$ cat src/rtl/kmap_pkg.sv
// Shared types and helpers for the K-map sweep controller.
package kmap_pkg;
    localparam int TBL_W  = 16;
    localparam int CODE_W = 4;

    typedef enum logic [1:0] {IDLE, DRIVE, SAMPLE, DONE} state_t;

    function automatic logic [CODE_W-1:0] gray_code(input logic [CODE_W-1:0] step);
        return step ^ (step >> 1);
    endfunction
endpackage

$ cat src/rtl/kmap_sweep_ctrl_if.sv
// Host/function-unit side of the sweep controller; slave is the controller.
interface kmap_sweep_ctrl_if;
    import kmap_pkg::*;

    logic             start;
    logic             abort;
    logic [TBL_W-1:0] exp_tbl;
    logic [TBL_W-1:0] care_mask;
    logic             fn_out;
    logic             a, b, c, d;
    logic             busy;
    logic             done;
    logic             pass;
    logic [TBL_W-1:0] err_map;
    logic [4:0]       err_cnt;
    logic [TBL_W-1:0] obs_tbl;

    modport master (
        output start, abort, exp_tbl, care_mask, fn_out,
        input  a, b, c, d, busy, done, pass, err_map, err_cnt, obs_tbl
    );

    modport slave (
        input  start, abort, exp_tbl, care_mask, fn_out,
        output a, b, c, d, busy, done, pass, err_map, err_cnt, obs_tbl
    );
endinterface

$ cat src/rtl/kmap_sweep_ctrl_code_gen.sv
// Step counter with registered binary or Gray code output.
module kmap_code_gen
    import kmap_pkg::*;
#(
    parameter bit GRAY_ORDER = 0
) (
    input  logic              clk,
    input  logic              rst,
    input  logic              load,
    input  logic              park,
    input  logic              adv,
    output logic [CODE_W-1:0] step,
    output logic [CODE_W-1:0] code
);
    logic [CODE_W-1:0] step_nxt;

    function automatic logic [CODE_W-1:0] map_code(input logic [CODE_W-1:0] s);
        return GRAY_ORDER ? gray_code(s) : s;
    endfunction

    assign step_nxt = step + 1'b1;

    // Code is registered alongside the step so a..d never ripple through the Gray XORs.
    always_ff @(posedge clk or posedge rst) begin
        if (rst) begin
            step <= '0;
            code <= '0;
        end else if (load) begin
            step <= '0;
            code <= map_code('0);
        end else if (park) begin
            step <= '0;
            code <= '0;
        end else if (adv) begin
            step <= step_nxt;
            code <= map_code(step_nxt);
        end
    end
endmodule

$ cat src/rtl/kmap_sweep_ctrl.sv
// Sweeps all 16 input codes of a 4-input function unit and checks each sample
// against a shadowed expected table and care mask.
module kmap_sweep_ctrl
    import kmap_pkg::*;
#(
    parameter int SETTLE_CYCLES = 1,
    parameter bit GRAY_ORDER    = 0
) (
    input  logic              clk,
    input  logic              areset,
    kmap_sweep_ctrl_if.slave  bus
);
    localparam state_t     FIRST       = (SETTLE_CYCLES == 0) ? SAMPLE : DRIVE;
    localparam logic [3:0] SETTLE_LAST = (SETTLE_CYCLES == 0) ? 4'd0 : 4'(SETTLE_CYCLES - 1);

    state_t            state_q, state_d;
    logic [3:0]        settle_cnt;
    logic [TBL_W-1:0]  exp_sh, care_sh;
    logic [TBL_W-1:0]  err_map, obs_tbl;
    logic [4:0]        err_cnt;
    logic              pass;
    logic              load, adv, park, busy, miss;
    logic [CODE_W-1:0] step, code;

    kmap_code_gen #(.GRAY_ORDER(GRAY_ORDER)) u_code_gen (
        .clk  (clk),
        .rst  (areset),
        .load (load),
        .park (park),
        .adv  (adv),
        .step (step),
        .code (code)
    );

    assign busy = (state_q == DRIVE) || (state_q == SAMPLE);
    assign park = (state_d == IDLE) || (state_d == DONE);
    // X on fn_out must count as a mismatch, hence the case inequality.
    assign miss = care_sh[code] && (bus.fn_out !== exp_sh[code]);

    always_ff @(posedge clk or posedge areset) begin
        if (areset) state_q <= IDLE;
        else        state_q <= state_d;
    end

    always_comb begin
        state_d = state_q;
        load    = 1'b0;
        adv     = 1'b0;
        unique case (state_q)
            IDLE, DONE: begin
                state_d = IDLE;
                if (bus.start && !bus.abort) begin
                    load    = 1'b1;
                    state_d = FIRST;
                end
            end
            DRIVE: begin
                if (bus.abort)                     state_d = IDLE;
                else if (settle_cnt == SETTLE_LAST) state_d = SAMPLE;
            end
            SAMPLE: begin
                if (bus.abort)          state_d = IDLE;
                else if (step == 4'hF)  state_d = DONE;
                else begin
                    adv     = 1'b1;
                    state_d = FIRST;
                end
            end
            default: state_d = IDLE;
        endcase
    end

    always_ff @(posedge clk or posedge areset) begin
        if (areset)                                  settle_cnt <= '0;
        else if (state_q == DRIVE && state_d == DRIVE) settle_cnt <= settle_cnt + 4'd1;
        else                                         settle_cnt <= '0;
    end

    always_ff @(posedge clk or posedge areset) begin
        if (areset) begin
            exp_sh  <= '0;
            care_sh <= '0;
            err_map <= '0;
            err_cnt <= '0;
            obs_tbl <= '0;
            pass    <= 1'b0;
        end else begin
            if (load) begin
                exp_sh  <= bus.exp_tbl;
                care_sh <= bus.care_mask;
                err_map <= '0;
                err_cnt <= '0;
                obs_tbl <= '0;
                pass    <= 1'b0;
            end
            // The sample is taken even when an abort lands on the same cycle.
            if (state_q == SAMPLE) begin
                obs_tbl[code] <= bus.fn_out;
                if (miss) begin
                    err_map[code] <= 1'b1;
                    err_cnt       <= err_cnt + 5'd1;
                end
            end
            if (state_q == SAMPLE && state_d == DONE) pass <= (err_cnt == 5'd0) && !miss;
            if (busy && bus.abort)                    pass <= 1'b0;
        end
    end

    assign {bus.a, bus.b, bus.c, bus.d} = code;
    assign bus.busy    = busy;
    assign bus.done    = (state_q == DONE);
    assign bus.pass    = pass;
    assign bus.err_map = err_map;
    assign bus.err_cnt = err_cnt;
    assign bus.obs_tbl = obs_tbl;
endmodule

$ cat src/flat_wrapper.sv
// flat-port wrapper written by rule: the top's interface ports become plain ports
module kmap_sweep_ctrl_flat import kmap_pkg::*;
#(
    parameter int SETTLE_CYCLES = 1,
    parameter bit GRAY_ORDER    = 0
)
  (clk, areset, bus_start, bus_abort, bus_exp_tbl, bus_care_mask, bus_fn_out, bus_a, bus_b, bus_c, bus_d, bus_busy, bus_done, bus_pass, bus_err_map, bus_err_cnt, bus_obs_tbl);
  kmap_sweep_ctrl_if bus_i ();
  input  logic clk;
  input  logic areset;
  input wire logic [$bits(bus_i.start)-1:0] bus_start;
  input wire logic [$bits(bus_i.abort)-1:0] bus_abort;
  input wire logic [$bits(bus_i.exp_tbl)-1:0] bus_exp_tbl;
  input wire logic [$bits(bus_i.care_mask)-1:0] bus_care_mask;
  input wire logic [$bits(bus_i.fn_out)-1:0] bus_fn_out;
  output wire logic [$bits(bus_i.a)-1:0] bus_a;
  output wire logic [$bits(bus_i.b)-1:0] bus_b;
  output wire logic [$bits(bus_i.c)-1:0] bus_c;
  output wire logic [$bits(bus_i.d)-1:0] bus_d;
  output wire logic [$bits(bus_i.busy)-1:0] bus_busy;
  output wire logic [$bits(bus_i.done)-1:0] bus_done;
  output wire logic [$bits(bus_i.pass)-1:0] bus_pass;
  output wire logic [$bits(bus_i.err_map)-1:0] bus_err_map;
  output wire logic [$bits(bus_i.err_cnt)-1:0] bus_err_cnt;
  output wire logic [$bits(bus_i.obs_tbl)-1:0] bus_obs_tbl;
  assign bus_i.start = bus_start;
  assign bus_i.abort = bus_abort;
  assign bus_i.exp_tbl = bus_exp_tbl;
  assign bus_i.care_mask = bus_care_mask;
  assign bus_i.fn_out = bus_fn_out;
  assign bus_a = bus_i.a;
  assign bus_b = bus_i.b;
  assign bus_c = bus_i.c;
  assign bus_d = bus_i.d;
  assign bus_busy = bus_i.busy;
  assign bus_done = bus_i.done;
  assign bus_pass = bus_i.pass;
  assign bus_err_map = bus_i.err_map;
  assign bus_err_cnt = bus_i.err_cnt;
  assign bus_obs_tbl = bus_i.obs_tbl;
  kmap_sweep_ctrl #(.SETTLE_CYCLES(SETTLE_CYCLES), .GRAY_ORDER(GRAY_ORDER)) u_core (.clk(clk), .areset(areset), .bus(bus_i));
endmodule
$ cat config.mk
export PLATFORM = sky130hd
export DESIGN_NAME = kmap_sweep_ctrl_flat
export DESIGN_NICKNAME = d
export VERILOG_FILES = /design/src/rtl/kmap_pkg.sv /design/src/rtl/kmap_sweep_ctrl_if.sv /design/src/rtl/kmap_sweep_ctrl_code_gen.sv /design/src/rtl/kmap_sweep_ctrl.sv /design/src/flat_wrapper.sv
export SDC_FILE = /design/constraint.sdc
export NUM_CORES = 1
export LEC_CHECK = 0
export ABC_AREA = 1
export ABC_CLOCK_PERIOD_IN_PS = 7050
export CORE_MARGIN = 5
export CORE_UTILIZATION = 55
export CTS_CLUSTER_DIAMETER = 30
export CTS_CLUSTER_SIZE = 10
export DETAILED_ROUTE_END_ITERATION = 8
export PLACE_DENSITY = 0.87
export SYNTH_ARGS = -nofsm -noshare
export SYNTH_HDL_FRONTEND = slang
export SYNTH_HIERARCHICAL = 1
export SYNTH_SLANG_ARGS = --single-unit
$ cat constraint.sdc
create_clock -name clk -period 7.05 [get_ports clk]
set_input_delay 2.115 -clock clk [delete_from_list [all_inputs] [get_ports clk]]
set_output_delay 2.115 -clock clk [all_outputs]
set_load 0.03 [all_outputs]
==> impl_metrics.csv, run 1 <==
group,metric,value,unit
floorplan,core_area,6870,sq um
placed_design,postPlaceCellArea,4750,sq um
timing,relSlewSlack,28.1,%
routing,dr.pass1.iters,5,
routing,wl_per_cell,13.6,microns
timing,hold_viol_final,0,
critical_path,criticalPathCategory,"input pin to flop",
clocking,htreeDepth,3,
global_route,grt_util_all_layers,21.5,%
pwr,leakage,2.43,nW
routing,drt_iter0_markers,235,
clocking,cts_buffers,9,
cells_and_area,final_area,4930,sq um
clocking,clkLatencyLatePin,0.35,ns
floorplan,rows,30,
synthesis,synth-seq-cells,80,
clocking,cts_root_buf,"clkbuf_8",
synthesis,syn_inst,503,
timing,finalSetupTns,0,ns
placed_design,place_congestion,0.876,
floorplan,die_y,94.7,microns
cells_and_area,instances_no_fill,673,
synthesis,synth_area,3940,sq um
synthesis,synthMuxAreaShare,0,%
timing,slew_violations,0,
floorplan,boundaryPins,81,
routing,top_layer_used,"met4",
floorplan,start_util,57.4,%
cells_and_area,layout_common_cells,"236 x nand2_1, 80 x clkdlybuf4s50_1, 80 x dfrtp_1, 33 x inv_1, 31 x nor2_1",
cells_and_area,drive_above_1_share,6.76,%
cells_and_area,num-nets-final,620,
critical_path,critPathRequiredTime,7.26,ns
critical_path,startpoint_type,"input pin",
flow_run,drv_cap,0,
synthesis,synth-simple-area-share,32.5,%
floorplan,die-area,8960,sq um
timing,period_needed,4.29,ns
routing,drc,0,
worst_hold_path,hold_class,"flop to flop",
global_route,antenna_found_initial,0,
synthesis,synth_top_family_by_area,"simple AND/OR/NAND/NOR gates",
timing,fin_worst_skew,0.00655,ns
cells_and_area,layout_commonest_cell,"nand2_1",
routing,final_antenna_net_count,0,
clocking,cts_setup_buffers,0,
synthesis,synthDistinctLibCells,25,
synthesis,synthAdderAreaFrac,3.17,%
clocking,cts_tree,"done",
timing,period_share,60.9,%
synthesis,synth_nets,550,
routing,m1WireLength,3980,microns
synthesis,ys_seq_area_share,50.8,%
critical_path,timing.critical_path.fanout_max,38,
synthesis,synth_compound_area_share,5.58,%
global_route,grt-ovfl-total,0,
clocking,hold_buffers,0,
synthesis,ys.warnings.count,6,
placed_design,place_hpwl,6340,microns
cells_and_area,area_growth_syn_to_layout,25.1,%
timing,rsz0062_at_grt,"false",
routing,route.met3.wl,483,microns
critical_path,arrival,4.50,ns
clocking,cts.sinks,80,
placed_design,io_buffers,80,
run_status,run_status,"finished clean",
global_route,grt_pass1_wl,15300,microns
pwr,peakVddDrop,0.123,mV
timing,holdWs,0.484,ns
clocking,ctsLongestPathBuffers,2,
timing,tightest_slew,1.08,ns
timing,max_freq,0.233,GHz
routing,wl_met2,4500,microns
global_route,grt_pass1_vias,3395,
pwr,p_per_area,194,nW/um^2
routing,wl,9130,microns
cells_and_area,fillers,539,
synthesis,avgSynthCellArea,7.84,sq um
cells_and_area,diodes,0,
placed_design,post-place-cells,658,
timing,setup_viol,0,
synthesis,synth_xor_xnor_area_share,1.11,%
clocking,ctsResizeCount,0,
routing,vias,3485,
routing,via_per_inst,5.18,
global_route,grt_start_max_net_pins,77,
clocking,clk_pin_slew,0.08,ns
critical_path,critPathCaptureType,"flop",
floorplan,die_w,94.7,microns
==> flip-flops by register name, summed over array words and instances, names as in the netlist <==
register	cells
u_core/settle_cnt	4
u_core/care_sh	16
u_core/u_code_gen/step	4
u_core/bus.err_cnt	5
u_core/state_q	2
u_core/bus.obs_tbl	16
u_core/bus.err_map	16
u_core/exp_sh	16
u_core/bus.pass	1
==> synth_stat cells (all sizes together) <==
cell type | number | area share (%)
nand2 | 239 | 23
dfrtp | 80 | 51
inv | 35 | 3.4
nor2 | 35 | 3.7
nand3 | 30 | 4.1
o21ai | 30 | 4.8
buf | 14 | 2.6
ha | 10 | 3.2
clkbuf | 9 | 0.86
nand4 | 9 | 1.4
xor2 | 4 | 0.89
a21oi | 3 | 0.67
nor3 | 3 | 0.38
a31oi | 1 | 0.16
xnor2 | 1 | 0.22
==> per-stage QoR <==
stage / worst slack, ns / utilization (%) / total power [mW]
CTS: 2.73 / 71.8 / 0.967
detailed placement: 2.34 / 69.1 / 0.640
finish: 2.76 / 71.8 / 0.959
floorplan: 3.00 / - / 0.598
global placement: 2.44 / 69.1 / 0.636
global route: 2.44 / 71.8 / 1.01
==> where the power goes <==
group	switching, mW	internal (mW)
logic	0.0755	0.0498
registers	0.0177	0.490
clock network	0.156	0.170
total	0.250	0.710
==> critical path: stages <==
cell and delay [ns]:
clkdlybuf4s50_1 0.47, inv_1 0.09, nand3_2 0.43, inv_1 0.99
nor2_2 0.18, nand3_1 0.12, o21ai_0 0.09
==> cell type report <==
type	count	area [sq um]	area share (%)
clock buffers	11	141	2.87
clock inverters	4	45.0	0.913
inverters	35	134	2.71
multi-input cells	365	1680	34.0
flip-flops and latches	80	2000	40.6
well taps	96	120	2.43
repair buffers	82	816	16.5
==> kinds of logic (layout without fill, tap and decap cells) <==
kind of cell | Yosys count | after routing
and+or+nand+nor | 316 | 316
DFF | 80 | 80
buffers and inverters | 58 | 132
AOI/OAI and AO/OA | 34 | 34
adders and majority gates | 10 | 10
xor gates and xnor gates | 5 | 5
==> path summary, 6_finish.rpt <==
kind	startpoint	to	slack (ns)	depth (start not counted)
setup / recovery	bus_abort	u_core/u_code_gen/step[0]$_DFFE_PP0P_	2.76	7
hold / removal	u_core/bus.err_map[3]$_DFF_PP0_	u_core/bus.err_map[3]$_DFF_PP0_	0.48	2
setup reg to reg	u_core/u_code_gen/step[0]$_DFFE_PP0P_	u_core/bus.err_map[2]$_DFF_PP0_	4.17	10
hold reg to reg	u_core/bus.err_map[3]$_DFF_PP0_	u_core/bus.err_map[3]$_DFF_PP0_	0.48	2
max in group asynchronous	areset	u_core/bus.pass$_DFFE_PP0P_	4.03	3
min in group asynchronous	areset	u_core/u_code_gen/step[2]$_DFFE_PP0P_	1.99	2
==> routing by layer <==
layer | up-vias | GRT usage (%)
met1 | 1651 | 28.1
li1 | 1700 | -
met3 | 16 | 3.90
met2 | 118 | 35.4
met5 | - | 0
met4 | 0 | 8.89
Note: power is estimated with default switching activity, not from simulation.
==> inputs of run 2 (changes only) <==
- ABC_CLOCK_PERIOD_IN_PS: 7050 -> 4100
- CORE_UTILIZATION: 55 -> 51
- PLACE_DENSITY: 0.87 -> 0.82
- clock period: 7.05 -> 4.1 ns (I/O delays scaled with it)
==> impl_metrics.csv, run 2 (synthesis gave the netlist of run 1 again) <==
group,metric,value,unit
global_route,grt-ovfl-total,0,
critical_path,timing.critical_path.fanout_max,4,
cells_and_area,instances_no_fill,683,
routing,vias,3467,
cells_and_area,drive_above_1_share,7.57,%
flow_run,drv_cap,0,
placed_design,post-place-cells,667,
timing,setup_viol,0,
cells_and_area,layout_commonest_cell,"nand2_1",
floorplan,start_util,51.6,%
pwr,p_seq_share,51.1,%
critical_path,r2r-end,"u_core/bus.err_map[2]$_DFF_PP0_",
clocking,cts_buffers,9,
clocking,clkLatencyLatePin,0.35,ns
placed_design,place_congestion,0.789,
clocking,clk_pin_slew,0.08,ns
floorplan,die-area,9590,sq um
critical_path,critPathRequiredTime,2.87,ns
cells_and_area,area_growth_syn_to_layout,27.0,%
critical_path,startpoint,"u_core/state_q[0]$_DFF_PP0_",
routing,top_layer_used,"met4",
placed_design,place_hpwl,6520,microns
floorplan,die_y,97.9,microns
routing,route.met3.wl,574,microns
pwr,internal_power,1.26,mW
pwr,p_per_area,341,nW/um^2
global_route,grt_pass1_wl,15400,microns
cells_and_area,diodes,0,
run_status,run_status,"finished clean",
floorplan,core_area,7650,sq um
timing,rsz0062_at_grt,"false",
clocking,cts_tree,"done",
clocking,ctsLongestPathBuffers,2,
routing,final_antenna_net_count,0,
global_route,grt_start_max_net_pins,40,
global_route,grt_util_all_layers,19.6,%
timing,finalSetupTns,0,ns
pwr,peakVddDrop,0.217,mV
routing,drt_iter0_markers,251,
critical_path,criticalPathCategory,"flop to output port",
timing,hold_viol_final,0,
floorplan,rows,32,
routing,wl,9120,microns
timing,relSlewSlack,47.7,%
pwr,p_clk_share,36.0,%
cells_and_area,num-nets-final,623,
cells_and_area,layout_common_cells,"236 x nand2_1, 80 x clkdlybuf4s50_1, 80 x dfrtp_1, 33 x inv_1, 31 x nor2_1",
timing,period_share,77.0,%
pwr,p_sw,0.443,mW
clocking,cts.sinks,80,
timing,slew_violations,0,
floorplan,boundaryPins,81,
clocking,hold_buffers,0,
clocking,ctsResizeCount,0,
clocking,htreeDepth,3,
timing,tightest_slew,0.783,ns
global_route,grt_pass1_vias,3360,
placed_design,io_buffers,80,
clocking,cts_root_buf,"clkbuf_8",
critical_path,crit_end,"bus_busy",
routing,wl_met2,4420,microns
pwr,leakage,2.46,nW
timing,max_freq,0.317,GHz
critical_path,ff2ff_setup_slack,1.34,ns
routing,dr.pass1.iters,5,
critical_path,critPathCaptureType,"output port",
critical_path,r2r-start,"u_core/u_code_gen/step[1]$_DFFE_PP0P_",
floorplan,die_w,97.9,microns
global_route,antenna_found_initial,0,
worst_hold_path,hold_class,"flop to flop",
routing,via_per_inst,5.08,
pwr,combPwrFrac,12.9,%
routing,wl_per_cell,13.4,microns
timing,period_needed,3.16,ns
clocking,cts_setup_buffers,0,
timing,fin_worst_skew,0.00754,ns
routing,m1WireLength,4000,microns
critical_path,arrival,1.93,ns
critical_path,ff2ff_path_depth,8,
routing,drc,0,
critical_path,startpoint_type,"flop",
pwr,p_sw_share,26.0,%
[run 2: worst max-delay path, cell delays in order, from the launching register on]
cell,delay (ns)
dfrtp_1,0.40
inv_1,0.06
ha_1,0.34
inv_1,0.10
clkdlybuf4s50_1,0.68
[run 2: area by class of cell]
cell class	instances	area (sq um)
fillers	646	2640
flip-flops and latches	80	2000
multi-input cells	365	1680
repair buffers	85	851
clock buffers	12	165
inverters	35	134
well taps	102	128
clock inverters	4	51.3
[run 2: power by group through the flow]
stage,clock [mW],sequential [mW],combinational (mW)
floorplan,0,0.883,0.145
global placement,0,0.885,0.215
detailed placement,0,0.888,0.219
CTS,0.628,0.873,0.222
global route,0.653,0.880,0.251
finish,0.613,0.872,0.220
[run 2: metrics by stage]
| step | hold WS (ns) | worst slack, ns | power (mW) | cell area, sq um | util, % |
|---|---|---|---|---|---|
| 6_report | 0.480 | 0.943 | 1.71 | 5010 | 65.5 |
| 2_1_floorplan | 0.449 | 0.932 | 1.03 | 3940 | - |
| 3_3_place_gp | 0.462 | 1.09 | 1.10 | 4790 | 62.6 |
| 3_5_place_dp | 0.465 | 0.955 | 1.11 | 4790 | 62.6 |
| 5_1_grt | 0.505 | 0.818 | 1.78 | 5010 | 65.5 |
| 4_1_cts | 0.486 | 0.918 | 1.72 | 5010 | 65.5 |
[run 2: how the worst min path moves through the flow]
| stage | end | start | cells after the start |
|---|---|---|---|
| floorplan | u_core/care_sh[1]$_DFFE_PP0P_ | u_core/care_sh[1]$_DFFE_PP0P_ | 2 |
| global placement | u_core/exp_sh[9]$_DFFE_PP0P_ | u_core/exp_sh[9]$_DFFE_PP0P_ | 2 |
| detailed placement | u_core/care_sh[2]$_DFFE_PP0P_ | u_core/care_sh[2]$_DFFE_PP0P_ | 2 |
| CTS | u_core/care_sh[2]$_DFFE_PP0P_ | u_core/care_sh[2]$_DFFE_PP0P_ | 2 |
| global route | u_core/care_sh[12]$_DFFE_PP0P_ | u_core/care_sh[12]$_DFFE_PP0P_ | 2 |
| finish | u_core/care_sh[5]$_DFFE_PP0P_ | u_core/care_sh[5]$_DFFE_PP0P_ | 2 |
[run 2: routing by layer]
layer	vias up	GRT usage, %
li1	1708	-
met1	1622	25.9
met2	127	31.6
met3	10	4.00
met4	0	8.09
met5	-	0
